--- src/rtl/pe27_postproc_if.sv ---
// rtl/pe27_postproc_if.sv - MAC-result input and int8 activation output handshake bundle
interface pe27_postproc_if;
  logic        mac_valid;
  logic [23:0] mac_in;
  logic [23:0] bias;
  logic [4:0]  shift;
  logic        mac_ready;
  logic [7:0]  out_data;
  logic        out_valid;
  logic        out_ready;

  modport slave (
    input  mac_valid, mac_in, bias, shift, out_ready,
    output mac_ready, out_data, out_valid
  );

  modport master (
    output mac_valid, mac_in, bias, shift, out_ready,
    input  mac_ready, out_data, out_valid
  );
endinterface

--- src/rtl/pe27_postproc.sv ---
// rtl/pe27_postproc.sv - bias/ReLU/requant/saturate pipeline feeding an int8 output FIFO
// Optional: define PE27_LEAKY_RELU_EN for a 1/8-slope leaky ReLU instead of plain ReLU.
module pe27_postproc #(
  parameter int FIFO_DEPTH = 4
) (
  input  logic               clk,
  input  logic               rst_n,
  pe27_postproc_if.slave     bus,
  output logic               sat_flag,
  output logic               drop_err,
  input  logic               err_clr
);
  localparam int PW = $clog2(FIFO_DEPTH);
  localparam int CW = PW + 1;
  localparam int OW = CW + 1;

  logic               s1_v;
  logic signed [24:0] s1_sum;
  logic [4:0]         s1_shift;
  logic               s2_v;
  logic [7:0]         s2_data;

  logic [7:0]         mem [FIFO_DEPTH];
  logic [PW-1:0]      wr_ptr;
  logic [PW-1:0]      rd_ptr;
  logic [CW-1:0]      count;
  logic [OW-1:0]      occupancy;

  logic               accept;
  logic               push;
  logic               pop;

  logic signed [24:0] act;
  logic [4:0]         s_eff;
  logic [25:0]        rnd;
  logic signed [25:0] shifted;
  logic [7:0]         sat_val;
  logic               clip;

  // In-flight pipeline slots count against capacity so a push can never find the FIFO full.
  assign occupancy     = OW'(count) + OW'(s1_v) + OW'(s2_v);
  assign bus.mac_ready = rst_n && (occupancy < OW'(FIFO_DEPTH));
  assign bus.out_valid = rst_n && (count != '0);
  assign bus.out_data  = bus.out_valid ? mem[rd_ptr] : 8'd0;

  assign accept = bus.mac_valid && bus.mac_ready;
  assign push   = s2_v;
  assign pop    = bus.out_valid && bus.out_ready;

  always_comb begin
    act = s1_sum;
    if (s1_sum[24]) begin
`ifdef PE27_LEAKY_RELU_EN
      act = s1_sum >>> 3;
`else
      act = '0;
`endif
    end
    s_eff   = (s1_shift > 5'd23) ? 5'd23 : s1_shift;
    rnd     = (s_eff == 5'd0) ? 26'd0 : (26'd1 << (s_eff - 5'd1));
    shifted = ($signed({act[24], act}) + $signed(rnd)) >>> s_eff;
    clip    = 1'b0;
    sat_val = shifted[7:0];
    if (shifted > 26'sd127) begin
      sat_val = 8'h7F;
      clip    = 1'b1;
    end else if (shifted < -26'sd128) begin
      sat_val = 8'h80;
      clip    = 1'b1;
    end
  end

  always_ff @(posedge clk) begin
    if (!rst_n) begin
      s1_v     <= 1'b0;
      s2_v     <= 1'b0;
      wr_ptr   <= '0;
      rd_ptr   <= '0;
      count    <= '0;
      sat_flag <= 1'b0;
      drop_err <= 1'b0;
    end else begin
      s1_v <= accept;
      if (accept) begin
        s1_sum   <= $signed({bus.mac_in[23], bus.mac_in}) + $signed({bus.bias[23], bus.bias});
        s1_shift <= bus.shift;
      end
      s2_v <= s1_v;
      if (s1_v) s2_data <= sat_val;
      if (push) begin
        mem[wr_ptr] <= s2_data;
        wr_ptr      <= wr_ptr + PW'(1);
      end
      if (pop) rd_ptr <= rd_ptr + PW'(1);
      if (push && !pop)      count <= count + CW'(1);
      else if (!push && pop) count <= count - CW'(1);
      // A new flag event on the same edge as err_clr keeps the flag set.
      sat_flag <= (s1_v && clip) || (sat_flag && !err_clr);
      drop_err <= (bus.mac_valid && !bus.mac_ready) || (drop_err && !err_clr);
    end
  end
endmodule

--- src/flat_wrapper.sv ---
// flat-port wrapper written by rule: the top's interface ports become plain ports
module pe27_postproc_flat 
#(
  parameter int FIFO_DEPTH = 4
)
  (clk, rst_n, sat_flag, drop_err, err_clr, bus_mac_valid, bus_mac_in, bus_bias, bus_shift, bus_out_ready, bus_mac_ready, bus_out_data, bus_out_valid);
  pe27_postproc_if bus_i ();
  input  logic clk;
  input  logic rst_n;
  output logic sat_flag;
  output logic drop_err;
  input  logic err_clr;
  input wire logic [$bits(bus_i.mac_valid)-1:0] bus_mac_valid;
  input wire logic [$bits(bus_i.mac_in)-1:0] bus_mac_in;
  input wire logic [$bits(bus_i.bias)-1:0] bus_bias;
  input wire logic [$bits(bus_i.shift)-1:0] bus_shift;
  input wire logic [$bits(bus_i.out_ready)-1:0] bus_out_ready;
  output wire logic [$bits(bus_i.mac_ready)-1:0] bus_mac_ready;
  output wire logic [$bits(bus_i.out_data)-1:0] bus_out_data;
  output wire logic [$bits(bus_i.out_valid)-1:0] bus_out_valid;
  assign bus_i.mac_valid = bus_mac_valid;
  assign bus_i.mac_in = bus_mac_in;
  assign bus_i.bias = bus_bias;
  assign bus_i.shift = bus_shift;
  assign bus_i.out_ready = bus_out_ready;
  assign bus_mac_ready = bus_i.mac_ready;
  assign bus_out_data = bus_i.out_data;
  assign bus_out_valid = bus_i.out_valid;
  pe27_postproc #(.FIFO_DEPTH(FIFO_DEPTH)) u_core (.clk(clk), .rst_n(rst_n), .bus(bus_i), .sat_flag(sat_flag), .drop_err(drop_err), .err_clr(err_clr));
endmodule
--- config.mk ---
export PLATFORM = sky130hd
export DESIGN_NAME = pe27_postproc_flat
export DESIGN_NICKNAME = d
export VERILOG_FILES = /design/src/rtl/pe27_postproc_if.sv /design/src/rtl/pe27_postproc.sv /design/src/flat_wrapper.sv
export SDC_FILE = /design/constraint.sdc
export NUM_CORES = 1
export LEC_CHECK = 0
export BUFFER_PORTS_ARGS = -buffer_cell sky130_fd_sc_hd__buf_2
export CORE_UTILIZATION = 42
export CTS_BUF_LIST = sky130_fd_sc_hd__clkbuf_16
export CTS_CLUSTER_DIAMETER = 30
export DETAILED_ROUTE_END_ITERATION = 10
export PLACE_DENSITY_LB_ADDON = 0.3
export SYNTH_ARGS = -nofsm -noshare
export SYNTH_HDL_FRONTEND = slang
export SYNTH_SLANG_ARGS = --single-unit
--- constraint.sdc ---
create_clock -name clk -period 9.03 [get_ports clk]
set_input_delay 1.806 -clock clk [delete_from_list [all_inputs] [get_ports clk]]
set_output_delay 1.806 -clock clk [all_outputs]
set_load 0.01 [all_outputs]
# After elaboration in Yosys (flattened, before gate mapping)
# Memory sizes are Yosys's and may differ from the RTL's. A register that Yosys moved wholly into a read port is not among the register bits.
# Cells that the tools add are included.
# classes
addsub	9
magnitude_cmp	4
shifts	2
muxes	14
n_reduce_logical	21
# ops
cell	count
$add 25x26->26	1
$gt 26x8->1 const B	1
$lt 26x8->1 const B	1
$mux 26	1
$shl 1x5->26 const A	1
$sshr 26x5->26	1
$add 24x24->25	1
$mux 24	1
$mux 8	2
$logic_and 1x1->1	10
$mux 3	2
$gt 5x5->1 const B	1
$logic_not 5->1	1
$mux 1	5
$mux 5	1
$sub 5x1->5 const B	1
$add 2x1->2 const B	2
$add 3x1->4	1
$add 4x1->4	1
$logic_not 1->1	4
$lt 4x3->1 const B	1
$mux 2	2
$reduce_and 2->1	2
$add 3x1->3 const B	1
4 further kinds	5
# word_totals
ff_bits	49
ramBits	32
input_bits	58
output_inout_bits	12
wordCells	61
mem_count	1
# memory_table
memory	words	word_bits	rd	rd_ports_with_merged_regs	write_ports	line	text
u_core.mem	4	8	1	1	1	pe27_postproc.sv:23	logic [7:0] mem [FIFO_DEPTH];

# Longest topological paths before layout
# logic_depth
word_depth	12
mapped_depth	20
mapped_depth_nobuf	18

# Worst setup path before layout
# OpenSTA, ideal clock, no wires.
# synth_timing
kind	reg-to-reg
from	register u_core.s1_shift[4]
to	register u_core.s2_data[1], data pin
setup_ns	0.278
arrival_ns	4.752
t_required_ns	8.752
path_slack_ns	4.000
path_stages_with_launch	20
n_path_buf	3
synth_period_minus_slack_ns	5.030
path_cell_list	edfxtp_1 -> clkbuf_1 -> nand2_1 -> nand2_1 -> clkbuf_1 -> clkbuf_1 -> nor3_1 -> ha_1 -> a21oi_1 -> o21ai_1 -> a221oi_4 -> a21oi_4 -> a311oi_4 -> a21oi_2 -> xor2_2 -> o21a_1 -> o32a_1 -> o41ai_2 -> o221a_4 -> o2111ai_1
# synth_between
elab_chain_cells	9
elab_cells_between_ends	11
classes_between	2 x add/sub; 3 x order compare; 2 x shift; 3 x mux; 1 x reduce/logical
# synth_rtl
element	line	text
start: declaration	pe27_postproc.sv:19	logic [4:0] s1_shift;
start signal: assignment	pe27_postproc.sv:86	s1_shift <= bus.shift;
$gt 5x5->1	pe27_postproc.sv:59	s_eff = (s1_shift > 5'd23) ? 5'd23 : s1_shift;
$mux 5 (*)	pe27_postproc.sv:59	
$sub 5x1->5	pe27_postproc.sv:60	rnd = (s_eff == 5'd0) ? 26'd0 : (26'd1 << (s_eff - 5'd1));
$shl 1x5->26	pe27_postproc.sv:60	
$mux 26	pe27_postproc.sv:60	
$add 25x26->26	pe27_postproc.sv:61	shifted = ($signed({act[24], act}) + $signed(rnd)) >>> s_eff;
$sshr 26x5->26 (*)	pe27_postproc.sv:61	
$lt 26x8->1	pe27_postproc.sv:67	end else if (shifted < -26'sd128) begin
$mux 8	pe27_postproc.sv:67	
end signal: assignment	pe27_postproc.sv:89	if (s1_v) s2_data <= sat_val;
end: declaration	pe27_postproc.sv:21	logic [7:0] s2_data;
# Every way passes the cells marked *; elsewhere a longest branch is shown, timed or not.
# A chain may end at the register's enable or synchronous reset.

# Final worst setup path
# layout_timing
from	register u_core.s1_shift[2]
to	register u_core.s2_data[1], data pin
# The elaborated chain is that of the path after synthesis.

==> flow_metrics.tcl <==
set metrics [dict create \
    worstPathArrival_ns 5.89 \
    drtIter0Drc 257 \
    die_w_um 129 \
    most-common-layout-cells "edfxtp_1 (70), buf_2 (69), nand2_1 (54), ha_1 (54)" \
    ir_worst_vdd_mv 0.0946 \
    post-cts-setup-buffer-count 0 \
    whs_endpoint "u_core.mem[2][7]" \
    hold_viol 0 \
    worst_hold_path_type "flop to flop" \
    cpPeakStageDelay_ns 0.82 \
    end_kind "flop" \
    area_growth_pct 12.9 \
    cts_made_buffers 9 \
    tightest_slew_ns 0.907 \
    grt_overflow 0 \
    fin_skew_ns 0.00887 \
    cts_max_level 3 \
    grt_max_degree 31 \
    synth_fa_ha_area_share_pct 10.9 \
    viasPerCell 5.49 \
    max_slew_margin_pct 39.5 \
    antenna_left 0 \
    p_total_w 0.00116 \
    num_rows 46 \
    synth_top_area_cell "edfxtp_1" \
    antenna_found_initial 0 \
    required_ns 9.10 \
    final_common_cell "edfxtp_1" \
    switching_power_w 0.000360 \
    coreArea_sq_um 15800 \
    period_share_pct 64.5 \
    pwr-share-clk_pct 32.2 \
    cts.clk_slew.worst_paths_ns 0.06 \
    synthTopCellsByArea "edfxtp_1 (31%), ha_1 (10%), xnor2_1 (4.0%)" \
    io_buffers 69 \
    syn_inst 709 \
    fin_nets 885 \
    comb_power_share_pct 27.8 \
    cts_hold_buf 0 \
    status "finished clean" \
    gr-usage-all-layers_pct 18.7 \
    syn_avg_cell_area_sq_um 9.54 \
    synth-xor-area-share_pct 5.81 \
    wl_per_cell_um 14.9 \
    intPower_w 0.000804 \
    die_h_um 129 \
    synth_top_family_by_area "compound AO/OA/AOI/OAI gates" \
    rsz0062_at_grt "no" \
    cts_buffer_depth 2 \
    route.detailed.drc 0 \
    pwr-share-seq_pct 40.1 \
    hold_path_depth 0 \
    cts_tree "yes" \
    start_util_pct 42.7 \
    grt_pass1_wl_um 24400 \
    ys_ff_latch 83 \
    min_from "u_core.s2_data[7]" \
    layout_min_cycle_time_ns 5.82 \
    cp_cell_sequence "clkinv_1 > nand2_1 > nand2_1 > nor2_1 > ha_1 > o211ai_1 > o211ai_2 > a221oi_4 > a21oi_4 > a311oi_4 > xor2_1 > nand2_1 > o2111ai_1 > mux2i_1 > o41ai_2 > o221a_4 > o2111ai_1" \
    maxCapViolCount 0 \
    clk-insertion-delay-late_ns 0.35 \
    synth_top_area_share_pct 31.1 \
    synthSimpleGateAreaFrac_pct 17.4 \
    worst_r2r_endpoint "u_core.s2_data[1]" \
    synth_ff_type "edfxtp_1" \
    p_sw_share_pct 30.9 \
    crit_slowest_cell "edfxtp_1" \
    dr.pass1.iters 5 \
    dieArea_sq_um 16600 \
    p_leak_nw 3.10 \
    r2r_slack_ns 3.21 \
    muxShareOfSynthArea_pct 6.88 \
    dpl.hpwl_um 11300 \
    cts_resized 0 \
    synth-compound-area-share_pct 21.1 \
    route.vias.total 5440 \
    finalMaxSlewViolations 0 \
    yosysSeqAreaShare_pct 34.9 \
    gp_congestion 0.969 \
    clkSinkCount 83 \
    drive_above_1_share_pct 15.9 \
    num_antenna_cells 0 \
    r2r-start "u_core.s1_shift[2]" \
    cts-root-buf "clkbuf_16" \
    ys_types 76 \
    cp-start-kind "flop" \
    setup_viol 0 \
    drt_wl_total_um 14700 \
    r2r_cells 17 \
    setup_tns_ns 0 \
    netlist_area_sq_um 6760 \
    power_density_nw_per_um2 152 \
    yosys_warnings 0 \
    max_freq_mhz 172 \
    path_max_fanout 21 \
    critPathKind "flop to flop" \
    ys_async_sr_fraction_pct 0 \
    synth_edf_count 70 \
    io_pins 70 \
    first_global_vias 5142 \
    cp_common_cell "nand2_1" \
]
[how the worst max path moves through the flow]
stage | start | end | slack [ns]
floorplan | u_core.s1_shift[4] | u_core.s2_data[1] | 4.00
global placement | u_core.s1_shift[4] | u_core.s2_data[1] | 3.36
detailed placement | u_core.s1_shift[2] | u_core.s2_data[1] | 3.32
CTS | u_core.s1_shift[2] | u_core.s2_data[1] | 3.31
global route | u_core.s1_shift[2] | u_core.s2_data[1] | 2.76
finish | u_core.s1_shift[2] | u_core.s2_data[1] | 3.21
[cell type report]
type | count | area, sq um
Fill cell | 1486 | 8190
Multi-Input combinational cell | 575 | 4210
Sequential cell | 83 | 2360
Timing Repair Buffer | 74 | 383
Tap cell | 216 | 270
Clock buffer | 9 | 225
Inverter | 27 | 101
Clock inverter | 7 | 80.1
[through the flow]
step	utilization, %	hold WS (ns)	std cells	setup WS [ns]	area (sq um)
after floorplan	-	0.459	710	4.00	6770
after global placement	46.3	0.491	975	3.36	7330
after detailed placement	46.3	0.493	975	3.32	7330
after CTS	48.2	0.504	991	3.31	7630
after global routing	48.2	0.506	991	2.76	7630
final	48.2	0.504	991	3.21	7630
[state kept, by name (all words and copies together) (netlist names), named ones only]
register and flops:
u_core.mem 32, u_core.s1_sum 25, u_core.s2_data 8, u_core.s1_shift 5, u_core.count 3, u_core.rd_ptr 2
u_core.wr_ptr 2, u_core.drop_err 1, u_core.push 1, u_core.s1_v 1, u_core.sat_flag 1
[cell usage after synthesis (3+ instances only)]
library cell	count
edfxtp_1	70
a21oi_1	54
ha_1	54
nand2_1	54
nor2_1	53
nor2b_1	32
xnor2_1	31
o21ai_0	27
and2_1	26
clkbuf_1	24
inv_1	24
mux2i_1	24
nor3_1	23
nand3_1	17
a21o_1	15
dfxtp_1	13
xor2_1	12
a211oi_1	9
mux4_2	9
and3_1	8
o21a_1	8
nand2b_1	7
o211ai_1	7
a31oi_1	6
o22ai_1	6
o21ai_1	5
o21bai_1	5
or3_1	5
a221oi_1	4
a311oi_1	4
clkinv_1	3
fa_1	3
nor3b_1	3
nor4_1	3
o2111ai_1	3
o211a_1	3
[layer usage]
layer  up-vias  share of wire (%)  wire, um  GRT usage [%]
met2       150                 47      6960           31.8
met3        24                4.0       583           3.78
li1       2779                  -         -              -
met5         -                  0         0              0
met1      2487                 46      6790           23.2
met4         0                2.7       393           7.47
[critical path, delay by kind of cell (launching register included)]
kind,cells,cell delay (ns)
AOI/OAI and AO/OA,9,2.30
xor gates and xnor gates,1,0.40
adders and majority gates,1,0.30
buffers and inverters,1,0.47
DFF,1,0.82
muxes,1,0.19
and+or+nand+nor,4,1.04
[power by group through the flow]
| stage | combinational (W) | clock (W) | sequential [W] |
|---|---|---|---|
| global route | 0.000362 | 0.000399 | 0.000469 |
| detailed placement | 0.000320 | 0 | 0.000474 |
| finish | 0.000323 | 0.000375 | 0.000466 |
| global placement | 0.000319 | 0 | 0.000474 |
| floorplan | 0.000252 | 0 | 0.000462 |
| CTS | 0.000322 | 0.000384 | 0.000466 |
[cell families after synthesis]
| family | count (synthesis) |
|---|---|
| buffers and inverters | 52 |
| adder cells (fa/ha/maj) | 57 |
| multiplexers | 35 |
| other | 1 |
| AND/OR/NAND/NOR | 237 |
| AO/OA/AOI/OAI | 200 |
| XOR/XNOR | 44 |
| flip-flops | 83 |
(Power assumes the default switching activity.)
